File: src/rtl/fetch_bundle_queue_if.sv
// Fetch/decode side signals of the fetch bundle queue, grouped so the queue and its
// neighbours share one definition. slave = queue view, master = fetch/decode view.
interface fetch_bundle_queue_if #(
    parameter int addressWidth            = 64,
    parameter int instructionWidth        = 32,
    parameter int bundleSize              = 128,
    parameter int PidSize                 = 20,
    parameter int TidSize                 = 16,
    parameter int instructionCounterWidth = 64
);
    logic                               flush_i;
    logic                               bundleValid_i;
    logic [bundleSize-1:0]              bundle_i;
    logic [addressWidth-1:0]            bundleAddress_i;
    logic [1:0]                         bundleLen_i;
    logic [PidSize-1:0]                 bundlePid_i;
    logic [TidSize-1:0]                 bundleTid_i;
    logic [instructionCounterWidth-1:0] bundleStartMajId_i;
    logic                               fetchStall_o;
    logic                               instValid_o;
    logic                               decodeReady_i;
    logic [instructionWidth-1:0]        inst_o;
    logic [addressWidth-1:0]            instAddress_o;
    logic [PidSize-1:0]                 instPid_o;
    logic [TidSize-1:0]                 instTid_o;
    logic [instructionCounterWidth-1:0] instMajId_o;
    logic                               overflow_o;

    modport slave (
        input  flush_i, bundleValid_i, bundle_i, bundleAddress_i, bundleLen_i,
               bundlePid_i, bundleTid_i, bundleStartMajId_i, decodeReady_i,
        output fetchStall_o, instValid_o, inst_o, instAddress_o, instPid_o,
               instTid_o, instMajId_o, overflow_o
    );

    modport master (
        output flush_i, bundleValid_i, bundle_i, bundleAddress_i, bundleLen_i,
               bundlePid_i, bundleTid_i, bundleStartMajId_i, decodeReady_i,
        input  fetchStall_o, instValid_o, inst_o, instAddress_o, instPid_o,
               instTid_o, instMajId_o, overflow_o
    );
endinterface

File: src/rtl/fetch_bundle_queue.sv
// Bundle queue between fetch and decode: buffers whole bundles and hands decode one
// instruction per transfer, raising a stall to fetch one entry before the queue fills.
module fetch_bundle_queue #(
    parameter int addressWidth            = 64,
    parameter int instructionWidth        = 32,
    parameter int bundleSize              = 128,
    parameter int PidSize                 = 20,
    parameter int TidSize                 = 16,
    parameter int instructionCounterWidth = 64,
    parameter int queueDepth              = 4
) (
    input logic                 clock_i,
    input logic                 reset_i,
    fetch_bundle_queue_if.slave bus
);
    localparam int ptrWidth = $clog2(queueDepth);
    localparam int cntWidth = ptrWidth + 1;

    logic [bundleSize-1:0]              r_bundleMem [queueDepth];
    logic [addressWidth-1:0]            r_addrMem   [queueDepth];
    logic [1:0]                         r_lenMem    [queueDepth];
    logic [PidSize-1:0]                 r_pidMem    [queueDepth];
    logic [TidSize-1:0]                 r_tidMem    [queueDepth];
    logic [instructionCounterWidth-1:0] r_majMem    [queueDepth];

    logic [ptrWidth-1:0] r_wrPtr;
    logic [ptrWidth-1:0] r_rdPtr;
    logic [cntWidth-1:0] r_count;
    logic [1:0]          r_slot;
    logic                r_overflow;

    logic w_valid;
    logic w_full;
    logic w_transfer;
    logic w_pop;
    logic w_push;
    logic w_drop;

    assign w_valid    = (r_count != '0);
    assign w_full     = (r_count == cntWidth'(queueDepth));
    assign w_transfer = w_valid && bus.decodeReady_i;
    assign w_pop      = w_transfer && (r_slot == r_lenMem[r_rdPtr]);
    // A pop in the same cycle frees the head entry, so a full queue can still accept.
    assign w_push     = bus.bundleValid_i && (!w_full || w_pop);
    assign w_drop     = bus.bundleValid_i && w_full && !w_pop;

    always_ff @(posedge clock_i or negedge reset_i) begin
        if (!reset_i) begin
            r_wrPtr    <= '0;
            r_rdPtr    <= '0;
            r_count    <= '0;
            r_slot     <= '0;
            r_overflow <= 1'b0;
        end else if (bus.flush_i) begin
            r_wrPtr    <= '0;
            r_rdPtr    <= '0;
            r_count    <= '0;
            r_slot     <= '0;
            r_overflow <= 1'b0;
        end else begin
            if (w_push) begin
                r_wrPtr <= r_wrPtr + ptrWidth'(1);
            end
            if (w_pop) begin
                r_rdPtr <= r_rdPtr + ptrWidth'(1);
                r_slot  <= '0;
            end else if (w_transfer) begin
                r_slot <= r_slot + 2'd1;
            end
            if (w_push && !w_pop) begin
                r_count <= r_count + cntWidth'(1);
            end else if (w_pop && !w_push) begin
                r_count <= r_count - cntWidth'(1);
            end
            if (w_drop) begin
                r_overflow <= 1'b1;
            end
        end
    end

    // Entry payload needs no reset: outputs are gated by the count until written.
    always_ff @(posedge clock_i) begin
        if (w_push && !bus.flush_i) begin
            r_bundleMem[r_wrPtr] <= bus.bundle_i;
            r_addrMem[r_wrPtr]   <= bus.bundleAddress_i;
            r_lenMem[r_wrPtr]    <= bus.bundleLen_i;
            r_pidMem[r_wrPtr]    <= bus.bundlePid_i;
            r_tidMem[r_wrPtr]    <= bus.bundleTid_i;
            r_majMem[r_wrPtr]    <= bus.bundleStartMajId_i;
        end
    end

    always_comb begin
        bus.inst_o        = '0;
        bus.instAddress_o = '0;
        bus.instPid_o     = '0;
        bus.instTid_o     = '0;
        bus.instMajId_o   = '0;
        if (w_valid) begin
            bus.inst_o        = r_bundleMem[r_rdPtr][int'(r_slot) * instructionWidth +: instructionWidth];
            bus.instAddress_o = r_addrMem[r_rdPtr] + addressWidth'({r_slot, 2'b00});
            bus.instPid_o     = r_pidMem[r_rdPtr];
            bus.instTid_o     = r_tidMem[r_rdPtr];
            bus.instMajId_o   = r_majMem[r_rdPtr] + instructionCounterWidth'(r_slot);
        end
    end

    assign bus.instValid_o  = w_valid;
    assign bus.fetchStall_o = (r_count >= cntWidth'(queueDepth - 1));
    assign bus.overflow_o   = r_overflow;
endmodule

File: src/flat_wrapper.sv
// flat-port wrapper written by rule: the top's interface ports become plain ports
module fetch_bundle_queue_flat 
#(
    parameter int addressWidth            = 64,
    parameter int instructionWidth        = 32,
    parameter int bundleSize              = 128,
    parameter int PidSize                 = 20,
    parameter int TidSize                 = 16,
    parameter int instructionCounterWidth = 64,
    parameter int queueDepth              = 4
)
  (clock_i, reset_i, bus_flush_i, bus_bundleValid_i, bus_bundle_i, bus_bundleAddress_i, bus_bundleLen_i, bus_bundlePid_i, bus_bundleTid_i, bus_bundleStartMajId_i, bus_decodeReady_i, bus_fetchStall_o, bus_instValid_o, bus_inst_o, bus_instAddress_o, bus_instPid_o, bus_instTid_o, bus_instMajId_o, bus_overflow_o);
  fetch_bundle_queue_if #(.addressWidth(addressWidth), .instructionWidth(instructionWidth), .bundleSize(bundleSize), .PidSize(PidSize), .TidSize(TidSize), .instructionCounterWidth(instructionCounterWidth)) bus_i ();
  input logic clock_i;
  input logic reset_i;
  input wire logic [$bits(bus_i.flush_i)-1:0] bus_flush_i;
  input wire logic [$bits(bus_i.bundleValid_i)-1:0] bus_bundleValid_i;
  input wire logic [$bits(bus_i.bundle_i)-1:0] bus_bundle_i;
  input wire logic [$bits(bus_i.bundleAddress_i)-1:0] bus_bundleAddress_i;
  input wire logic [$bits(bus_i.bundleLen_i)-1:0] bus_bundleLen_i;
  input wire logic [$bits(bus_i.bundlePid_i)-1:0] bus_bundlePid_i;
  input wire logic [$bits(bus_i.bundleTid_i)-1:0] bus_bundleTid_i;
  input wire logic [$bits(bus_i.bundleStartMajId_i)-1:0] bus_bundleStartMajId_i;
  input wire logic [$bits(bus_i.decodeReady_i)-1:0] bus_decodeReady_i;
  output wire logic [$bits(bus_i.fetchStall_o)-1:0] bus_fetchStall_o;
  output wire logic [$bits(bus_i.instValid_o)-1:0] bus_instValid_o;
  output wire logic [$bits(bus_i.inst_o)-1:0] bus_inst_o;
  output wire logic [$bits(bus_i.instAddress_o)-1:0] bus_instAddress_o;
  output wire logic [$bits(bus_i.instPid_o)-1:0] bus_instPid_o;
  output wire logic [$bits(bus_i.instTid_o)-1:0] bus_instTid_o;
  output wire logic [$bits(bus_i.instMajId_o)-1:0] bus_instMajId_o;
  output wire logic [$bits(bus_i.overflow_o)-1:0] bus_overflow_o;
  assign bus_i.flush_i = bus_flush_i;
  assign bus_i.bundleValid_i = bus_bundleValid_i;
  assign bus_i.bundle_i = bus_bundle_i;
  assign bus_i.bundleAddress_i = bus_bundleAddress_i;
  assign bus_i.bundleLen_i = bus_bundleLen_i;
  assign bus_i.bundlePid_i = bus_bundlePid_i;
  assign bus_i.bundleTid_i = bus_bundleTid_i;
  assign bus_i.bundleStartMajId_i = bus_bundleStartMajId_i;
  assign bus_i.decodeReady_i = bus_decodeReady_i;
  assign bus_fetchStall_o = bus_i.fetchStall_o;
  assign bus_instValid_o = bus_i.instValid_o;
  assign bus_inst_o = bus_i.inst_o;
  assign bus_instAddress_o = bus_i.instAddress_o;
  assign bus_instPid_o = bus_i.instPid_o;
  assign bus_instTid_o = bus_i.instTid_o;
  assign bus_instMajId_o = bus_i.instMajId_o;
  assign bus_overflow_o = bus_i.overflow_o;
  fetch_bundle_queue #(.addressWidth(addressWidth), .instructionWidth(instructionWidth), .bundleSize(bundleSize), .PidSize(PidSize), .TidSize(TidSize), .instructionCounterWidth(instructionCounterWidth), .queueDepth(queueDepth)) u_core (.clock_i(clock_i), .reset_i(reset_i), .bus(bus_i));
endmodule
File: config.mk
export PLATFORM = sky130hd
export DESIGN_NAME = fetch_bundle_queue_flat
export DESIGN_NICKNAME = d
export VERILOG_FILES = /design/src/rtl/fetch_bundle_queue_if.sv /design/src/rtl/fetch_bundle_queue.sv /design/src/flat_wrapper.sv
export SDC_FILE = /design/constraint.sdc
export NUM_CORES = 1
export LEC_CHECK = 0
export ABC_CLOCK_PERIOD_IN_PS = 24600
export CAP_MARGIN = 20
export CELL_PAD_IN_SITES_DETAIL_PLACEMENT = 1
export CELL_PAD_IN_SITES_GLOBAL_PLACEMENT = 1
export CORE_ASPECT_RATIO = 1.75
export CORE_MARGIN = 4
export CORE_UTILIZATION = 30
export DETAILED_ROUTE_END_ITERATION = 10
export HOLD_SLACK_MARGIN = 0.12
export PLACE_DENSITY_LB_ADDON = 0.1
export SYNTH_ARGS = -nofsm -noshare
export SYNTH_HDL_FRONTEND = slang
export SYNTH_SLANG_ARGS = --single-unit
export TNS_END_PERCENT = 30
File: constraint.sdc
create_clock -name clock_i -period 24.6 [get_ports clock_i]
set_clock_uncertainty 0.2 [all_clocks]
set_input_delay 3.69 -clock clock_i [delete_from_list [all_inputs] [get_ports clock_i]]
set_output_delay 3.69 -clock clock_i [all_outputs]
set_load 0.01 [all_outputs]
### Word-level counts from Yosys, hierarchy flattened

Memories as Yosys holds them, arrays and structs flattened.
Cells that the tools add are included.

* $add $sub $neg: 7
* order comparisons: 1
* equal/unequal tests: 2
* shifts and indexed selects: 1
* muxes and demuxes: 19
* reductions and logical operators: 19

Operator list (count)
* $mux W64: 2
* $shiftx A128 B8 Y32: 1
* $add A64 B2 Y64: 1
* $add A64 B4 Y64: 1
* $mux W32: 1
* $mux W20: 1
* $mux W16: 1
* $mux W2: 7
* $mux W3: 3
* $reduce_bool A3 Y1: 3
* $logic_and A1 B1 Y1: 8
* $add A2 B1 Y2 const B: 3
* $reduce_bool A2 Y1: 3
* $logic_not A1 Y1: 4
* $mux W1: 4
* $add A3 B1 Y3 const B: 1
* $eq A3 B3 Y1 const B: 1
* $ge A3 B2 Y1 const B: 1
* $sub A3 B1 Y3 const B: 1
* $eq A2 B2 Y1: 1
* $logic_or A1 B1 Y1: 1

* register bits: 10
* memory bits (writable): 1176
* input bits: 299
* output and inout port bits: 199
* word-level logic and storage cells: 60
* memories kept: 6

Memory list
* u_core.r_bundleMem: depth 4, width 128, rd ports 1, clocked after memory_dff 0, write ports 1, RTL line fetch_bundle_queue.sv:19 `logic [bundleSize-1:0] r_bundleMem [queueDepth];`
* u_core.r_addrMem: depth 4, width 64, rd ports 1, clocked after memory_dff 0, write ports 1, RTL line fetch_bundle_queue.sv:20 `logic [addressWidth-1:0] r_addrMem [queueDepth];`
* u_core.r_majMem: depth 4, width 64, rd ports 1, clocked after memory_dff 0, write ports 1, RTL line fetch_bundle_queue.sv:24 `logic [instructionCounterWidth-1:0] r_majMem [queueDepth];`
* u_core.r_pidMem: depth 4, width 20, rd ports 1, clocked after memory_dff 0, write ports 1, RTL line fetch_bundle_queue.sv:22 `logic [PidSize-1:0] r_pidMem [queueDepth];`
* u_core.r_tidMem: depth 4, width 16, rd ports 1, clocked after memory_dff 0, write ports 1, RTL line fetch_bundle_queue.sv:23 `logic [TidSize-1:0] r_tidMem [queueDepth];`
* u_core.r_lenMem: depth 4, width 2, rd ports 1, clocked after memory_dff 0, write ports 1, RTL line fetch_bundle_queue.sv:21 `logic [1:0] r_lenMem [queueDepth];`

### Depth between registers and ports, before layout

* depth after elaboration: 10
* mapped depth: 22
* gate-level depth less buffers: 9

### Worst setup path after synthesis

OpenSTA, ideal clock, no wires.

* kind: input-to-reg
* from: in bus_decodeReady_i
* to: mem u_core.r_addrMem[0][0] (enable)
* setup time: 0.695 ns
* arrival: 10.957 ns
* data required time: 23.705 ns
* slack: 12.748 ns
* cell stages on the path: 4
* buffers on the path: 0
* path through: nand4_1 > a21bo_2 > nor2_1 > and2_1

* cells in the longest elaborated chain, start to end: 7

RTL lines
* from (decl): RTL line flat_wrapper.sv:24 `input wire logic [$bits(bus_i.decodeReady_i)-1:0] bus_decodeReady_i;`
* $logic_and A1 B1 Y1: RTL line fetch_bundle_queue.sv:41 `assign w_transfer = w_valid && bus.decodeReady_i;`
* $logic_and A1 B1 Y1: RTL line fetch_bundle_queue.sv:42 `assign w_pop = w_transfer && (r_slot == r_lenMem[r_rdPtr]);`
* $logic_or A1 B1 Y1: RTL line fetch_bundle_queue.sv:44 `assign w_push = bus.bundleValid_i && (!w_full || w_pop);`
* $logic_and A1 B1 Y1: RTL line fetch_bundle_queue.sv:44
* $logic_and A1 B1 Y1: RTL line fetch_bundle_queue.sv:83 `if (w_push && !bus.flush_i) begin`
* $mux W1: RTL line fetch_bundle_queue.sv:83
* $mux W1 (implied by the code): RTL line fetch_bundle_queue.sv:85 `r_addrMem[r_wrPtr] <= bus.bundleAddress_i;`
* to (decl): RTL line fetch_bundle_queue.sv:20

No other way between the ends.

### Worst setup path in the final report

* from: reg u_core.r_rdPtr[1]
* to: out bus_instMajId_o[61]

* cells in the longest elaborated chain, start to end: 3

RTL lines
* from (decl): RTL line fetch_bundle_queue.sv:27 `logic [ptrWidth-1:0] r_rdPtr;`
* from (signal assigned): RTL line fetch_bundle_queue.sv:65 `r_rdPtr <= r_rdPtr + ptrWidth'(1);`
* $mem_v2 Z4 W64
* $add A64 B2 Y64: RTL line fetch_bundle_queue.sv:104 `bus.instMajId_o = r_majMem[r_rdPtr] + instructionCounterWidth'(r_slot);`
* $mux W64: RTL line fetch_bundle_queue.sv:99 `if (w_valid) begin`
* to (decl): RTL line flat_wrapper.sv:31 `output wire logic [$bits(bus_i.instMajId_o)-1:0] bus_instMajId_o;`

No other way between the ends.

==> summary.txt <==
Synthesis
  • Flops & latches, synth: 1186
  • Synthesized area: 0.0479 mm^2
  • Asr flop ratio synth: 0.00843
  • Synthesized area per cell: 21.0 um^2
  • Sequential share of the synthesized area: 0.743
  • Syn_nets: 2593
  • Yosys warns: 0
  • Syn Inst Count: 2283
  • Ys flop type: edfxtp_1
  • Distinct cells, synth: between 50 and 60
  • Post-synth EDFFs: around 1200

Die
  • Io pins: approximately 500
  • Die ar.: 0.166 mm^2
  • Initial Utilization: 0.302
  • Core area: 0.158 mm^2
  • Die Span Y: 536 um
  • Row count: 193
  • Die width: 310 um

Detailed routing
  • Vias/cell: 4.84
  • Post-Route WL: about 130000 um
  • First-pass DRT Iterations: 4
  • Via count: 24092
  • Detail Route Antenna Nets: 0
  • DRT iter0 DRCs: 1496
  • Wire per inst: 25.8 um
  • DRC: 0

Global routing
  • Total gr overflow: 0
  • Vias in the first global route: approximately 27000
  • First-pass GRT wire length: 186000 um
  • Initial antenna violation count: 62
  • GRT Total Usage: 0.152
  • Largest net degree at the start of global routing: 106

Power and ir drop
  • Cell leakage power: ~0.018 uW
  • Sw Share: 0.282
  • Clock share of power: 0.301
  • Psw: 1550 uW
  • Worst IR drop on VDD: 0.0000668 V
  • Sequential share of power: 0.435
  • Comb power frac: 0.264
  • Pint: 3960 uW
  • Pwr dens: between 90 and 100 mW/mm^2

Cells and area
  • Finished Layout Cells: 4979
  • Most frequent cells in the layout: edfxtp_1, clkdlybuf4s50_1, mux4_2
  • Share of cells above drive strength 1: 0.174
  • Area grow syn2layout: 22.4%
  • NumNets Final: 3129
  • Most common cell after layout, fill and taps aside: edfxtp_1

Worst setup path
  • Reg2Reg Setup Slack: 16800 ps
  • Crit path kind: flip-flop to primary output
  • Crit path cell chain: buf_12, mux4_2, and4_1, nand4_1, nand4b_1, or4_1, a21oi_1, clkdlybuf4s50_1
  • WP data required: 20710 ps
  • Critical path capture point type: primary output
  • Worst EP arrival: 6360 ps
  • Worst Path Max Fanout: 105
  • Slowest CP cell: dfrtp_4
  • Critical Path Max Stage Delay: 960 ps
  • Startpoint types: flip-flop

Status
  • Status: finished, final reports clean

Clock tree
  • H-tree levels: 3
  • Post-CTS sizing: 0
  • Post-CTS setup buffers: 0
  • Root Driver: clkbuf_16
  • Reg clk slew, reported paths: 60 ps
  • Clock sinks: approximately 1200
  • CTS max path bufs: 3
  • Clock Latency Late Sink: 710 ps
  • CTS tree: yes
  • Hold buffers post-CTS: 0
  • Num CTS Buffers: 114

STA
  • Worst Tran Pin Value: between 1000 and 1500 ps
  • Final Critical Period: 10250 ps
  • Hold_ws: 315 ps
  • Final slew viol count: 0
  • Final hold vios: 0
  • Setup TNS: 0 ps
  • RSZ-0062 raised after global routing: false
  • Final setup fails: 0
  • Slew margin rel.: 0.301
  • Max Clk Rate: 0.0976 GHz
  • Tcrit/Tclk final: 0.417

Hold path
  • Hold crit path type: flip-flop to flip-flop

Flow run
  • Max-cap viol count: 0

Placed design
  • Port buffer count: 497
  • Inst Count DP: 4749
  • GP Congestion: 0.753
  • Final HPWL DP: roughly 82000 um
-- final timing paths --
path	from	to	cells past startpoint
worst min register to register	u_core.bus.overflow_o	u_core.bus.overflow_o	2
min in group asynchronous	reset_i	u_core.r_rdPtr[1]	1
max in group asynchronous	reset_i	u_core.r_slot[0]	1
worst max-delay path	u_core.r_rdPtr[1]	bus_instMajId_o[61]	8
worst max register to register	u_core.r_rdPtr[1]	u_core.r_bundleMem[1][76]	11
worst min-delay path	u_core.bus.overflow_o	u_core.bus.overflow_o	2
-- sequential cells by signal (all words and copies together), names as in the netlist, 3 cells and up --
register / flops
u_core.r_count: 3
u_core.r_lenMem: 8
u_core.r_tidMem: 64
u_core.r_majMem: 256
u_core.r_bundleMem: 512
u_core.r_pidMem: 80
u_core.r_addrMem: 256
-- area by class of cell --
| class | instances | area [um^2] |
|---|---|---|
| flip-flops and latches | 1186 | 35600 |
| multi-input cells | 963 | 11500 |
| clock buffers | 140 | 2990 |
| repair buffers | 532 | 5300 |
| well taps | 2047 | 2560 |
| fillers | 15399 | 99800 |
| inverters | 22 | 83.8 |
| diodes | 22 | 55.1 |
| clock inverters | 67 | 495 |
-- Yosys cell counts (4+ instances only) --
library cell,n,area [um^2]
edfxtp_1,1176,35300
mux4_2,287,6460
nor2_1,92,345
and2_1,80,500
a21oi_1,51,255
nand2_1,50,188
clkbuf_1,48,180
xnor2_1,46,403
o21ai_0,42,210
or3_1,42,263
nand3_1,39,195
mux4_1,38,998
xor2_1,33,289
nand4_1,30,188
buf_2,28,140
inv_1,21,78.8
nor3_1,17,85.1
nor4_1,17,106
and3_1,14,87.6
and4_1,13,114
buf_6,11,124
dfrtp_1,10,250
buf_1,9,33.8
buf_12,8,160
ha_1,8,100
o31ai_1,8,60.1
or4_1,8,60.1
buf_4,5,37.5
nand4_2,4,50.1
nand4_4,4,85.1
nand4b_1,4,35.0
nor4_4,4,85.1
-- metrics by stage --
stage	instance area, um^2	utilization	power (uW)	worst slack [ps]
2_1_floorplan	47900	-	3220	12750
3_3_place_gp	55000	0.347	3930	15060
3_5_place_dp	55000	0.347	3950	15070
4_1_cts	58500	0.369	5640	14240
5_1_grt	58500	0.369	5800	13990
6_report	58600	0.370	5520	14350
-- metal layers --
layer | track usage | part of all wire | vias to the layer above
met4 | 0.0342 | 0.018 | 66
met1 | 0.185 | 0.40 | 12631
li1 | - | - | 10601
met3 | 0.0550 | 0.081 | 196
met5 | 0 | 0.0033 | -
met2 | 0.261 | 0.50 | 598
-- cell families (layout without fill, tap and decap cells) --
kind of cell,after synthesis,in the layout,share of synthesized area
adder cells (fa/ha/maj),11,11,0.00335
XOR/XNOR,79,79,0.0145
flip-flops,1186,1186,0.743
other,0,22,0
buffers and inverters,134,761,0.0167
multiplexers,329,329,0.157
AO/OA/AOI/OAI,111,111,0.0126
AND/OR/NAND/NOR,433,433,0.0528
-- power by group through the flow --
stage | clock (uW) | combinational [uW] | sequential, uW
3_5_place_dp | 0 | 1500 | 2450
2_1_floorplan | 0 | 766 | 2450
4_1_cts | 1730 | 1510 | 2400
6_report | 1660 | 1460 | 2400
5_1_grt | 1810 | 1580 | 2410
3_3_place_gp | 0 | 1490 | 2440
-- critical path, delay by kind of cell (launching register included) --
kind	cells	cell delay (ps)
compound gates	1	170
mux	1	430
buf+inv	2	1100
simple gates	4	2740
flops	1	960
(Power assumes the default switching activity.)
